## src/rtl/result_serializer_if.sv

```systemverilog
// Handshake and serial-output bundle for result_serializer.
// The slave modport is the serializer; the master modport is the result source / pad side.
interface result_serializer_if #(
  parameter int DATA_W = 40
) ();
  logic              res_valid;
  logic [DATA_W-1:0] res_data;
  logic              res_last;
  logic              res_ready;
  logic              out_valid;
  logic              out_value;
  logic              done;
  logic              busy;

  modport master (
    output res_valid, res_data, res_last,
    input  res_ready, out_valid, out_value, done, busy
  );

  modport slave (
    input  res_valid, res_data, res_last,
    output res_ready, out_valid, out_value, done, busy
  );
endinterface

```

## src/rtl/result_serializer.sv

```systemverilog
// Buffers result words in a small FIFO and emits each as a LEN_W-bit length then the
// zero-stripped value, MSB first. Define RESULT_PARITY_EN to append an even-parity bit.
//   state  | meaning
//   S_IDLE | output quiet, waiting for a buffered word
//   S_LEN  | shifting out the length field
//   S_VAL  | shifting out value[len-1:0]
//   S_PAR  | parity bit (RESULT_PARITY_EN only)
module result_serializer #(
  parameter int DATA_W     = 40,
  parameter int LEN_W      = 6,
  parameter int FIFO_DEPTH = 4
) (
  input logic                clk,
  input logic                rst_n,
  result_serializer_if.slave bus
);
  localparam int PTR_W = $clog2(FIFO_DEPTH);
  localparam int CNT_W = PTR_W + 1;

`ifdef RESULT_PARITY_EN
  typedef enum logic [1:0] {S_IDLE, S_LEN, S_VAL, S_PAR} state_t;
`else
  typedef enum logic [1:0] {S_IDLE, S_LEN, S_VAL} state_t;
`endif

  logic [DATA_W:0]   r_mem [FIFO_DEPTH];
  logic [PTR_W-1:0]  r_wr_ptr;
  logic [PTR_W-1:0]  r_rd_ptr;
  logic [CNT_W-1:0]  r_count;

  state_t            r_state;
  logic [DATA_W-1:0] r_val_sh;
  logic [LEN_W-1:0]  r_len;
  logic [LEN_W-1:0]  r_len_sh;
  logic [LEN_W-1:0]  r_cnt;
  logic              r_last;
`ifdef RESULT_PARITY_EN
  logic              r_par;
`endif
  logic              r_out_valid;
  logic              r_out_value;
  logic              r_done_pend;
  logic              r_done;

  logic              w_full;
  logic              w_empty;
  logic              w_push;
  logic              w_pop;
  logic              w_last_bit;
  logic [DATA_W:0]   w_head;
  logic [DATA_W-1:0] w_head_data;
  logic [LEN_W-1:0]  w_len;
  logic [LEN_W-1:0]  w_shift;

  assign w_full      = (r_count == CNT_W'(FIFO_DEPTH));
  assign w_empty     = (r_count == '0);
  assign w_push      = bus.res_valid && !w_full;
  assign w_head      = r_mem[r_rd_ptr];
  assign w_head_data = w_head[DATA_W-1:0];

`ifdef RESULT_PARITY_EN
  assign w_last_bit = (r_state == S_PAR);
`else
  assign w_last_bit = (r_state == S_VAL) && (r_cnt == '0);
`endif
  // The next word is popped on the final bit so the stream continues without a gap.
  assign w_pop = !w_empty && ((r_state == S_IDLE) || w_last_bit);

  always_comb begin
    w_len = LEN_W'(1);
    for (int i = 0; i < DATA_W; i++) begin
      if (w_head_data[i]) w_len = LEN_W'(i + 1);
    end
  end

  // Left-align the value so its top significant bit sits at the shifter MSB.
  assign w_shift = LEN_W'(DATA_W) - w_len;

  always_ff @(posedge clk) begin
    if (w_push) r_mem[r_wr_ptr] <= {bus.res_last, bus.res_data};
  end

  always_ff @(posedge clk or negedge rst_n) begin
    if (!rst_n) begin
      r_wr_ptr <= '0;
      r_rd_ptr <= '0;
      r_count  <= '0;
    end else begin
      if (w_push) r_wr_ptr <= r_wr_ptr + 1'b1;
      if (w_pop)  r_rd_ptr <= r_rd_ptr + 1'b1;
      case ({w_push, w_pop})
        2'b10:   r_count <= r_count + 1'b1;
        2'b01:   r_count <= r_count - 1'b1;
        default: r_count <= r_count;
      endcase
    end
  end

  always_ff @(posedge clk or negedge rst_n) begin
    if (!rst_n) begin
      r_state     <= S_IDLE;
      r_val_sh    <= '0;
      r_len       <= '0;
      r_len_sh    <= '0;
      r_cnt       <= '0;
      r_last      <= 1'b0;
`ifdef RESULT_PARITY_EN
      r_par       <= 1'b0;
`endif
      r_out_valid <= 1'b0;
      r_out_value <= 1'b0;
      r_done_pend <= 1'b0;
      r_done      <= 1'b0;
    end else begin
      r_done      <= r_done_pend;
      r_done_pend <= 1'b0;
      case (r_state)
        S_IDLE: begin
          r_out_valid <= 1'b0;
          r_out_value <= 1'b0;
        end
        S_LEN: begin
          r_out_valid <= 1'b1;
          r_out_value <= r_len_sh[LEN_W-1];
          r_len_sh    <= r_len_sh << 1;
          if (r_cnt == '0) begin
            r_state <= S_VAL;
            r_cnt   <= r_len - 1'b1;
          end else begin
            r_cnt <= r_cnt - 1'b1;
          end
        end
        S_VAL: begin
          r_out_valid <= 1'b1;
          r_out_value <= r_val_sh[DATA_W-1];
          r_val_sh    <= r_val_sh << 1;
          r_cnt       <= r_cnt - 1'b1;
          if (r_cnt == '0) begin
`ifdef RESULT_PARITY_EN
            r_state <= S_PAR;
`else
            r_state     <= S_IDLE;
            r_done_pend <= r_last;
`endif
          end
        end
`ifdef RESULT_PARITY_EN
        S_PAR: begin
          r_out_valid <= 1'b1;
          r_out_value <= r_par;
          r_state     <= S_IDLE;
          r_done_pend <= r_last;
        end
`endif
        default: r_state <= S_IDLE;
      endcase
      // A pop overrides the IDLE return above; r_done_pend already used the old r_last.
      if (w_pop) begin
        r_state  <= S_LEN;
        r_cnt    <= LEN_W'(LEN_W - 1);
        r_len    <= w_len;
        r_len_sh <= w_len;
        r_val_sh <= w_head_data << w_shift;
        r_last   <= w_head[DATA_W];
`ifdef RESULT_PARITY_EN
        r_par    <= ^w_head_data;
`endif
      end
    end
  end

  assign bus.res_ready = !w_full;
  assign bus.out_valid = r_out_valid;
  assign bus.out_value = r_out_value;
  assign bus.done      = r_done;
  assign bus.busy      = !w_empty || (r_state != S_IDLE) || r_out_valid;

endmodule
```

## src/flat_wrapper.sv

```systemverilog
// flat-port wrapper written by rule: the top's interface ports become plain ports
module result_serializer_flat 
#(
  parameter int DATA_W     = 40,
  parameter int LEN_W      = 6,
  parameter int FIFO_DEPTH = 4
)
  (clk, rst_n, bus_res_valid, bus_res_data, bus_res_last, bus_res_ready, bus_out_valid, bus_out_value, bus_done, bus_busy);
  result_serializer_if #(.DATA_W(DATA_W)) bus_i ();
  input logic clk;
  input logic rst_n;
  input wire logic [$bits(bus_i.res_valid)-1:0] bus_res_valid;
  input wire logic [$bits(bus_i.res_data)-1:0] bus_res_data;
  input wire logic [$bits(bus_i.res_last)-1:0] bus_res_last;
  output wire logic [$bits(bus_i.res_ready)-1:0] bus_res_ready;
  output wire logic [$bits(bus_i.out_valid)-1:0] bus_out_valid;
  output wire logic [$bits(bus_i.out_value)-1:0] bus_out_value;
  output wire logic [$bits(bus_i.done)-1:0] bus_done;
  output wire logic [$bits(bus_i.busy)-1:0] bus_busy;
  assign bus_i.res_valid = bus_res_valid;
  assign bus_i.res_data = bus_res_data;
  assign bus_i.res_last = bus_res_last;
  assign bus_res_ready = bus_i.res_ready;
  assign bus_out_valid = bus_i.out_valid;
  assign bus_out_value = bus_i.out_value;
  assign bus_done = bus_i.done;
  assign bus_busy = bus_i.busy;
  result_serializer #(.DATA_W(DATA_W), .LEN_W(LEN_W), .FIFO_DEPTH(FIFO_DEPTH)) u_core (.clk(clk), .rst_n(rst_n), .bus(bus_i));
endmodule
```

## config.mk

```make
export PLATFORM = sky130hd
export DESIGN_NAME = result_serializer_flat
export DESIGN_NICKNAME = d
export VERILOG_FILES = /design/src/rtl/result_serializer_if.sv /design/src/rtl/result_serializer.sv /design/src/flat_wrapper.sv
export SDC_FILE = /design/constraint.sdc
export NUM_CORES = 1
export LEC_CHECK = 0
export BUFFER_PORTS_ARGS = -buffer_cell sky130_fd_sc_hd__buf_2
export CORE_ASPECT_RATIO = 0.75
export CORE_MARGIN = 8
export CORE_UTILIZATION = 39
export CTS_CLUSTER_DIAMETER = 150
export DETAILED_ROUTE_END_ITERATION = 8
export MAX_ROUTING_LAYER = met4
export PLACE_DENSITY = 0.61
export SYNTH_ARGS = -nofsm -noshare
export SYNTH_HDL_FRONTEND = slang
export SYNTH_SLANG_ARGS = --single-unit
```

## constraint.sdc

```tcl
create_clock -name clk -period 10.35 [get_ports clk]
set_input_delay 1.5525 -clock clk [delete_from_list [all_inputs] [get_ports clk]]
set_output_delay 1.5525 -clock clk [all_outputs]
set_load 0.02 [all_outputs]
```

Word level (Yosys, flattened, before mapping):

Memories as Yosys holds them, arrays and structs flattened.
Index checks and enable logic that the tools add are counted.
Widths: inputs -> output; s select.

* shifts and indexed selects: 1
* equality and inequality tests: 8
* add/sub/neg operators: 7
* reduce and logical (&&, ||, !) cells: 20
* muxes and demuxes: 57

Operators with widths (count)
* $mux 6: 42
* $mux 40: 2
* $shl 40x6->40: 1
* $pmux 6 s2: 1
* $sub 6x1->6 const B: 2
* $reduce_bool 2->1: 5
* $mux 2: 4
* $logic_not 6->1: 1
* $pmux 2 s3: 1
* $pmux 3 s2: 1
* $reduce_bool 3->1: 2
* $sub 6x6->6 const A: 1
* $add 2x1->2 const B: 2
* $eq 2x1->1 const B: 2
* $eq 2x2->1 const B: 2
* $mux 1: 4
* $add 3x1->3 const B: 1
* $eq 3x3->1 const B: 1
* $logic_and 1x1->1: 3
* $logic_not 3->1: 1
* $logic_or 1x1->1: 3
* $ne 3x1->1 const B: 1
* $ne 3x2->1 const B: 1
* $pmux 1 s3: 1
* 7 further kinds: 8

* logic and storage cells: 107
* output and inout port bits: 5
* bits in writable memories: 164
* memories kept: 1
* input bits: 44
* flip-flop bits (word level): 72

Memories
* u_core.r_mem: depth 4, width 41, read ports 1, clocked after memory_dff 0, wr ports 1, RTL line result_serializer.sv:26 `logic [DATA_W:0] r_mem [FIFO_DEPTH];`

Longest topological paths before layout:

Gate-level depths: netlist (run 1).
An unclocked memory read counts as a cell.

* depth in word-level cells: 43
* mapped depth: 26
* gate-level depth less buffers: 20

Least setup slack after synthesis (run 1):

No wires, ideal clock.

* path kind: register to register
* start: register u_core.r_rd_ptr[0]
* end: register u_core.r_val_sh[23]
* buffers on the path: 7
* stages on the path, launching flop included: 22
* period minus slack after synthesis: 5.421 ns
* setup time: 0.094 ns
* arrival time: 5.327 ns
* path slack: 4.929 ns
* required time: 10.256 ns
* cell sequence: dfrtp_1 > buf_6 > buf_2 > mux4_2 > or4_1 > nand2b_1 > o41ai_2 > a21oi_1 > nor3_1 > nor3_1 > nor2_1 > inv_1 > ha_1 > clkbuf_1 > clkbuf_1 > clkbuf_1 > clkbuf_1 > clkbuf_1 > nand4_1 > o211ai_1 > a21oi_1 > a211oi_1

* longest elaborated chain between the ends: 43

RTL lines
* start, declared: RTL line result_serializer.sv:28 `logic [PTR_W-1:0] r_rd_ptr;`
* start signal, assigned: RTL line result_serializer.sv:90 `if (w_pop) r_rd_ptr <= r_rd_ptr + 1'b1;`
* $mem_v2 4x41 *
* $mux 2: RTL line result_serializer.sv:72 `if (w_head_data[i]) w_len = LEN_W'(i + 1);`
* $mux 6 (38 in series): RTL line result_serializer.sv:72
* $sub 6x6->6: RTL line result_serializer.sv:77 `assign w_shift = LEN_W'(DATA_W) - w_len;`
* $shl 40x6->40 *: RTL line result_serializer.sv:163 `r_val_sh <= w_head_data << w_shift;`
* $mux 40 *: RTL line result_serializer.sv:158 `if (w_pop) begin`
* end signal, assigned: RTL line result_serializer.sv:136 `r_val_sh <= r_val_sh << 1;`
* end signal, assigned: RTL line result_serializer.sv:163
* end, declared: RTL line result_serializer.sv:32 `logic [DATA_W-1:0] r_val_sh;`

Every way passes the cells marked *; elsewhere a longest branch is shown, timed or not.
A chain may end at the register's enable or synchronous reset.

Worst setup path in the final report (run 1):

* start: register u_core.r_rd_ptr[0]
* end: register u_core.r_val_sh[37]

Same word-level chain as after synthesis.

==> qor.yml, run 1 <==
cts.sinks: 236
cp_num_cells: 20
r2r_cells: 20
drt-wirelength-per-cell_um: 22.10
cts_root_buffer: "clkbuf_16"
fin_setup_tns_ps: 0
synthCells: 1056
hp-class: "flip-flop to flip-flop"
grt_max_degree: 61
layout_commonest_cell: "edfxtp_1"
ys_types: 86
ant_nets: 0
skew_ps: 14.93
row_count: 57
worst_pin_slew_ps: 1078
syn_avg_cell_area_um2: 12.17
cts_max_level: 1
max_stage_delay_ps: 810
dieHeight_um: 173.2
grt_usage_pct: 17.82
nets: 1140
die_w_um: 225.6
grt_antenna_before_repair: 1
path_class: "flip-flop to flip-flop"
grt_pass1_wl_um: 54220
fin_crit_sh_pct: 67.09
synth_area_um2: 12850
cap_violations: 0
initial_core_util_pct: 39.60
yosysSeqAreaShare_pct: 52.35
ctsHoldBuffers: 0
hpwl_um: 23050
hold_depth: 0
run_status: "finished clean"
synth_edf_count: 164
reg2reg_slack_ps: 3410
critPathBufInv: 5
setup_violations: 0
startpoint_type: "flip-flop"
wl_um: 34030
grt_overflow: 0
cts_buffers: 23
relSlewSlack_pct: 28.13
io_buffers: 48
area_growth_pct: 10.39
rsz0062_at_grt: "no"
maxSlewViolCount: 0
drive_gt1_share_pct: 18.69
clock_path_buffers: 3
dr.pass1.iters: 7
remaining_drc_errors: 0
cts-resized-gates: 0
place.gp.congestion: 0.9241
ys.flop_type: "edfxtp_1"
clock_latency_ps: 530
synth_area_leaders: "edfxtp_1 (38%), dfrtp_1 (14%), mux4_2 (10%), mux2i_1 (6.2%), nand2_1 (2.7%)"
synthArstFlopShare_pct: 30.51
drtIter0Drc: 983
vias: 9130
cpMaxStageDelayCell: "dfrtp_2"
crit_path_max_fanout: 41
final_cell_mix: "edfxtp_1 (164), nand2_1 (94), nor2_1 (80), mux2i_1 (80), dfrtp_1 (70)"
clkSlewWorstSetupHoldPaths_ps: 70
hold_violations: 0
crit_required_ps: 10780
cp_cell_sequence: "buf_4 -> mux4_2 -> or4_1 -> nand2b_1 -> o41ai_2 -> a21oi_1 -> nor3_1 -> nor3_1 -> nor2_1 -> inv_1 -> ha_1 -> buf_4 -> clkinv_1 -> buf_4 -> o21ai_0 -> a21oi_1 -> o21ai_0 -> nand2b_1 -> a21oi_1 -> nor4_1"
dieArea_um2: 39070
io_pins: 49
cts_setup_buffers: 0
finalCriticalPeriod_ps: 6944
crit_arrival_ps: 7370
yosysWarningCount: 0
netlist.area_leader.share_pct: 38.33
detail_route.vias_per_cell: 5.929
path_delay_family: "buffers and inverters"
core_um2: 32450
synth_top_area_cell: "edfxtp_1"
grt_pass1_vias: 9128
synth_fp_nets: 1113
ys_ff_latch: 236
cts_tree: "built"
clock.fmax_mhz: 144.0
end_kind: "flip-flop"
-- synth_stat cells, types with 8 or more instances --
cell type and count:
nand2_1 94, a21oi_1 58, a211oi_1 17, o21ai_1 13, mux4_2 57, edfxtp_1 164, clkbuf_1 28, o211ai_1 13
nand3_1 23, nor3_1 17, ha_1 12, a221oi_1 8, buf_2 21, nor2_1 80, o21ai_0 56, mux2i_1 80
nor2b_1 8, nor4_1 9, dfrtp_1 72, and3_1 10, inv_1 29, mux2_2 14, nand2b_1 13
-- stage by stage --
step / std cells / hold WS [ps] / instance area [µm²] / setup slack, ps / utilization (%)
floorplan: 1056 / 331.2 / 12850 / 4929 / -
global placement: 1500 / 337.1 / 13440 / 3568 / 41.43
detailed placement: 1500 / 340.1 / 13440 / 3526 / 41.43
CTS: 1539 / 347.7 / 14180 / 3451 / 43.70
global route: 1540 / 364.4 / 14180 / 2886 / 43.71
finish: 1540 / 344.3 / 14180 / 3406 / 43.71
-- kinds of logic after synthesis --
kind of cell | after synthesis | synth area share [%]
adders and majority gates | 13 | 1.324
DFF | 236 | 52.35
muxes | 151 | 17.45
and+or+nand+nor | 291 | 10.65
AOI/OAI and AO/OA | 253 | 13.29
buffers and inverters | 98 | 3.856
xor gates and xnor gates | 14 | 1.071
-- worst register-to-register path, delay by kind of cell (launching register included) --
kind	cells	cell delay, ps
AO/OA/AOI/OAI	6	1550
adder cells (fa/ha/maj)	1	270
buffers and inverters	5	1800
flip-flops	1	810
multiplexers	1	680
AND/OR/NAND/NOR	7	1720
-- state kept, by name, summed over array words and instances, names as in the netlist, 2 cells and up --
register,cells
u_core.r_cnt,6
u_core.r_count,3
u_core.r_len,6
u_core.r_len_sh,6
u_core.r_mem,164
u_core.r_rd_ptr,2
u_core.r_state,2
u_core.r_val_sh,40
u_core.r_wr_ptr,2
-- routing by layer --
layer	vias up	GRT usage, %	wire (µm)
li1	4118	-	-
met1	4580	26.37	16240
met2	384	25.00	14660
met3	48	3.753	2580
met4	0	3.379	560
met5	-	-	0
-- worst paths after layout --
check	start	to
max	u_core.r_rd_ptr[0]	u_core.r_val_sh[37]
min	u_core.r_done_pend	u_core.bus.done
max reg2reg	u_core.r_rd_ptr[0]	u_core.r_val_sh[37]
min reg2reg	u_core.r_done_pend	u_core.bus.done
max in group asynchronous	rst_n	u_core.r_rd_ptr[0]
min in group asynchronous	rst_n	u_core.r_val_sh[30]
-- final cells by class --
cell class | instances | area (µm²)
Inverter | 34 | 127.6
Timing Repair Buffer | 66 | 377.9
Tap cell | 442 | 553.0
Sequential cell | 236 | 6729
Multi-Input combinational cell | 722 | 5657
Clock inverter | 14 | 153.9
Fill cell | 2996 | 18270
Antenna cell | 1 | 2.502
Clock buffer | 25 | 583.1
Power of run 1 is left out: the tool's default activity adds up to more than one toggle a clock period on the data nets, which glitch-free logic cannot reach.
==> run 2, diff against run 1 <==
- ABC_AREA: default -> 1
- PLACE_DENSITY: 0.61 -> 0.63
- clock period: 10.35 -> 5.75 ns (I/O delays scaled with it)
==> run 2 against run 1 <==
Utilization fell by 0.11 points. Synthesized cell count grew 40%. Sequential share of layout area up 0.32 points. Via count increased by 13%. Clock skew down 1.2 ps. Register-to-register slack worse by 2800 ps. Maximum frequency increased by 34%. Wire length down 1.9%. Setup slack got worse by 2800 ps. Critical path type unchanged.
==> qor.yml, run 2 <==
run_status: "finished clean"
clock.fmax_mhz: 193.0
drt-wirelength-per-cell_um: 17.04
synth_top_family_by_area: "simple AND/OR/NAND/NOR gates"
worst_pin_slew_ps: 971.7
r2r_start: "u_core.r_rd_ptr[1]"
finalCriticalPeriod_ps: 5183
cpMaxStageDelayCell: "dfrtp_1"
muxShareOfSynthArea_pct: 0
ys_types: 47
regMostFlops: "u_core.r_mem"
top_layer_used: "met4"
grt_usage_pct: 17.52
fin_crit_sh_pct: 90.13
crit_path_max_fanout: 35
synth_top_area_cell: "edfxtp_1"
synthCells: 1482
cts_max_level: 1
drive_gt1_share_pct: 10.36
core_um2: 32310
wl_um: 33390
final_cell_mix: "nand2_1 (466), nand3_1 (247), edfxtp_1 (164)"
hold_path.startpoint: "u_core.r_done_pend"
yosysWarningCount: 0
max_stage_delay_ps: 380
drtIter0Drc: 898
dieArea_um2: 38850
grt_max_degree: 87
wl_met2_um: 14080
reg.largest.list: "u_core.r_mem x164, u_core.r_val_sh x40"
grt_antenna_before_repair: 1
place_inst: 1915
area_growth_pct: 10.31
die_w_um: 224.9
skew_ps: 13.78
pre_cts_ws_ps: 626.2
remaining_drc_errors: 0
netlist.area_leader.share_pct: 38.57
initial_core_util_pct: 39.53
grt_overflow: 0
synth_area_um2: 12770
cts.sinks: 236
clock_path_buffers: 3
drt-met1-wl_um: 16670
hold_violations: 0
stdcell_count: 1959
crit_path_start: "u_core.r_rd_ptr[1]"
layout_commonest_cell: "nand2_1"
synth_fp_nets: 1539
nets: 1556
syn_avg_cell_area_um2: 8.617
ys_ff_latch: 236
vias: 10330
path_class: "flip-flop to flip-flop"
yosysMostFrequentCell: "nand2_1"
ant_nets: 0
synthSimpleGateAreaFrac_pct: 27.34
detail_route.vias_per_cell: 5.273
grt_pass1_vias: 9914
setup_violations: 0
synth_area_leaders: "edfxtp_1 (39%), dfrtp_1 (14%), nand2_1 (14%), nand3_1 (9.7%), inv_1 (3.1%)"
row_count: 57
hpwl_um: 23260
setup_ws_ps: 567.4
wl_met3_um: 2071
cpMostUsedCell: "nand2_1"
maxSlewViolCount: 0
cts_setup_buffers: 0
crit_arrival_ps: 5600
place.gp.congestion: 0.9955
end_kind: "flip-flop"
clock_latency_ps: 540
utilization_pct: 43.60
grt_pass1_wl_um: 54270
ys.flop_type: "edfxtp_1"
dr.pass1.iters: 8
nFillCells: 3203
synth-compound-area-share_pct: 10.54
synthArstFlopShare_pct: 30.51
relSlewSlack_pct: 35.22
yosys.area_share.adder_pct: 1.333
io_pins: 49
io_buffers: 48
multi_input_area_um2: 5154
cts_tree: "built"
seq_area_um2: 6728
startpoint_type: "flip-flop"
cts_buffers: 24
cap_violations: 0
cts_root_buffer: "clkbuf_16"
synth_edf_count: 164
synth-xor-area-share_pct: 0.8818
dieHeight_um: 172.7
netlist_top_cells_count: "nand2_1 (466), nand3_1 (247), edfxtp_1 (164)"
hp-class: "flip-flop to flip-flop"
hold_slack_ps: 371.4
clkSlewWorstSetupHoldPaths_ps: 60
yosysSeqAreaShare_pct: 52.67
crit_required_ps: 6160
largest_register_ffs: 164
[run 2: cell count changes in the layout (fill, tap and decap cells not counted), sizes merged, moves of 31 or more]
cell	delta
nand2	+383
nand3	+227
inv	+79
a32oi	+31
mux4	-57
mux2i	-80
[run 2: area by class of cell]
type	instances	area share, %
inverter	114	3.038
sequential	236	47.76
multi-input combinational	1049	36.59
antenna	1	0.01777
clock inverter	12	0.7550
clock buffer	31	4.521
timing repair buffer	74	3.393
tap	442	3.926
[run 2: path summary, 6_finish.rpt]
check	slack, ps	cells past startpoint	endpoint
setup / recovery	570	42	u_core.r_val_sh[36]
hold reg to reg	370	0	u_core.bus.done
setup reg to reg	570	42	u_core.r_val_sh[36]
hold / removal	370	0	u_core.bus.done
min in group asynchronous	470	1	u_core.r_val_sh[23]
max in group asynchronous	4580	1	u_core.r_rd_ptr[0]
[run 2: through the flow]
stage / area [µm²] / setup TNS, ps
finish: 14090 / 0
global route: 14090 / -2.263
CTS: 14070 / 0
detailed placement: 13330 / 0
global placement: 13330 / 0
floorplan: 12770 / 0
[run 2: cell families (layout without fill, tap and decap cells)]
kind of cell / after synthesis / after routing
AOI/OAI and AO/OA: 213 / 213
xor gates and xnor gates: 12 / 12
adders and majority gates: 13 / 13
buffers and inverters: 197 / 231
DFF: 236 / 236
other: 0 / 1
and+or+nand+nor: 811 / 811
[run 2: per-layer routing]
layer / GRT usage [%] / up-vias
met1: 26.15 / 4899
li1: - / 5086
met2: 24.66 / 302
met3: 3.094 / 42
met4: 3.320 / 0
met5: - / -
[run 2: what timing repair did]
item                       4_1_cts  5_1_grt
hold buffers                     0        0
resized for setup                0        3
setup endpoints to repair        0       10
[run 2: critical path, delay by kind of cell, from the launching register on]
kind	cells	cell delay [ps]
DFF	1	380
and+or+nand+nor	32	2390
buffers and inverters	7	1780
AOI/OAI and AO/OA	3	460
Power of run 2 is left out for the same reason.
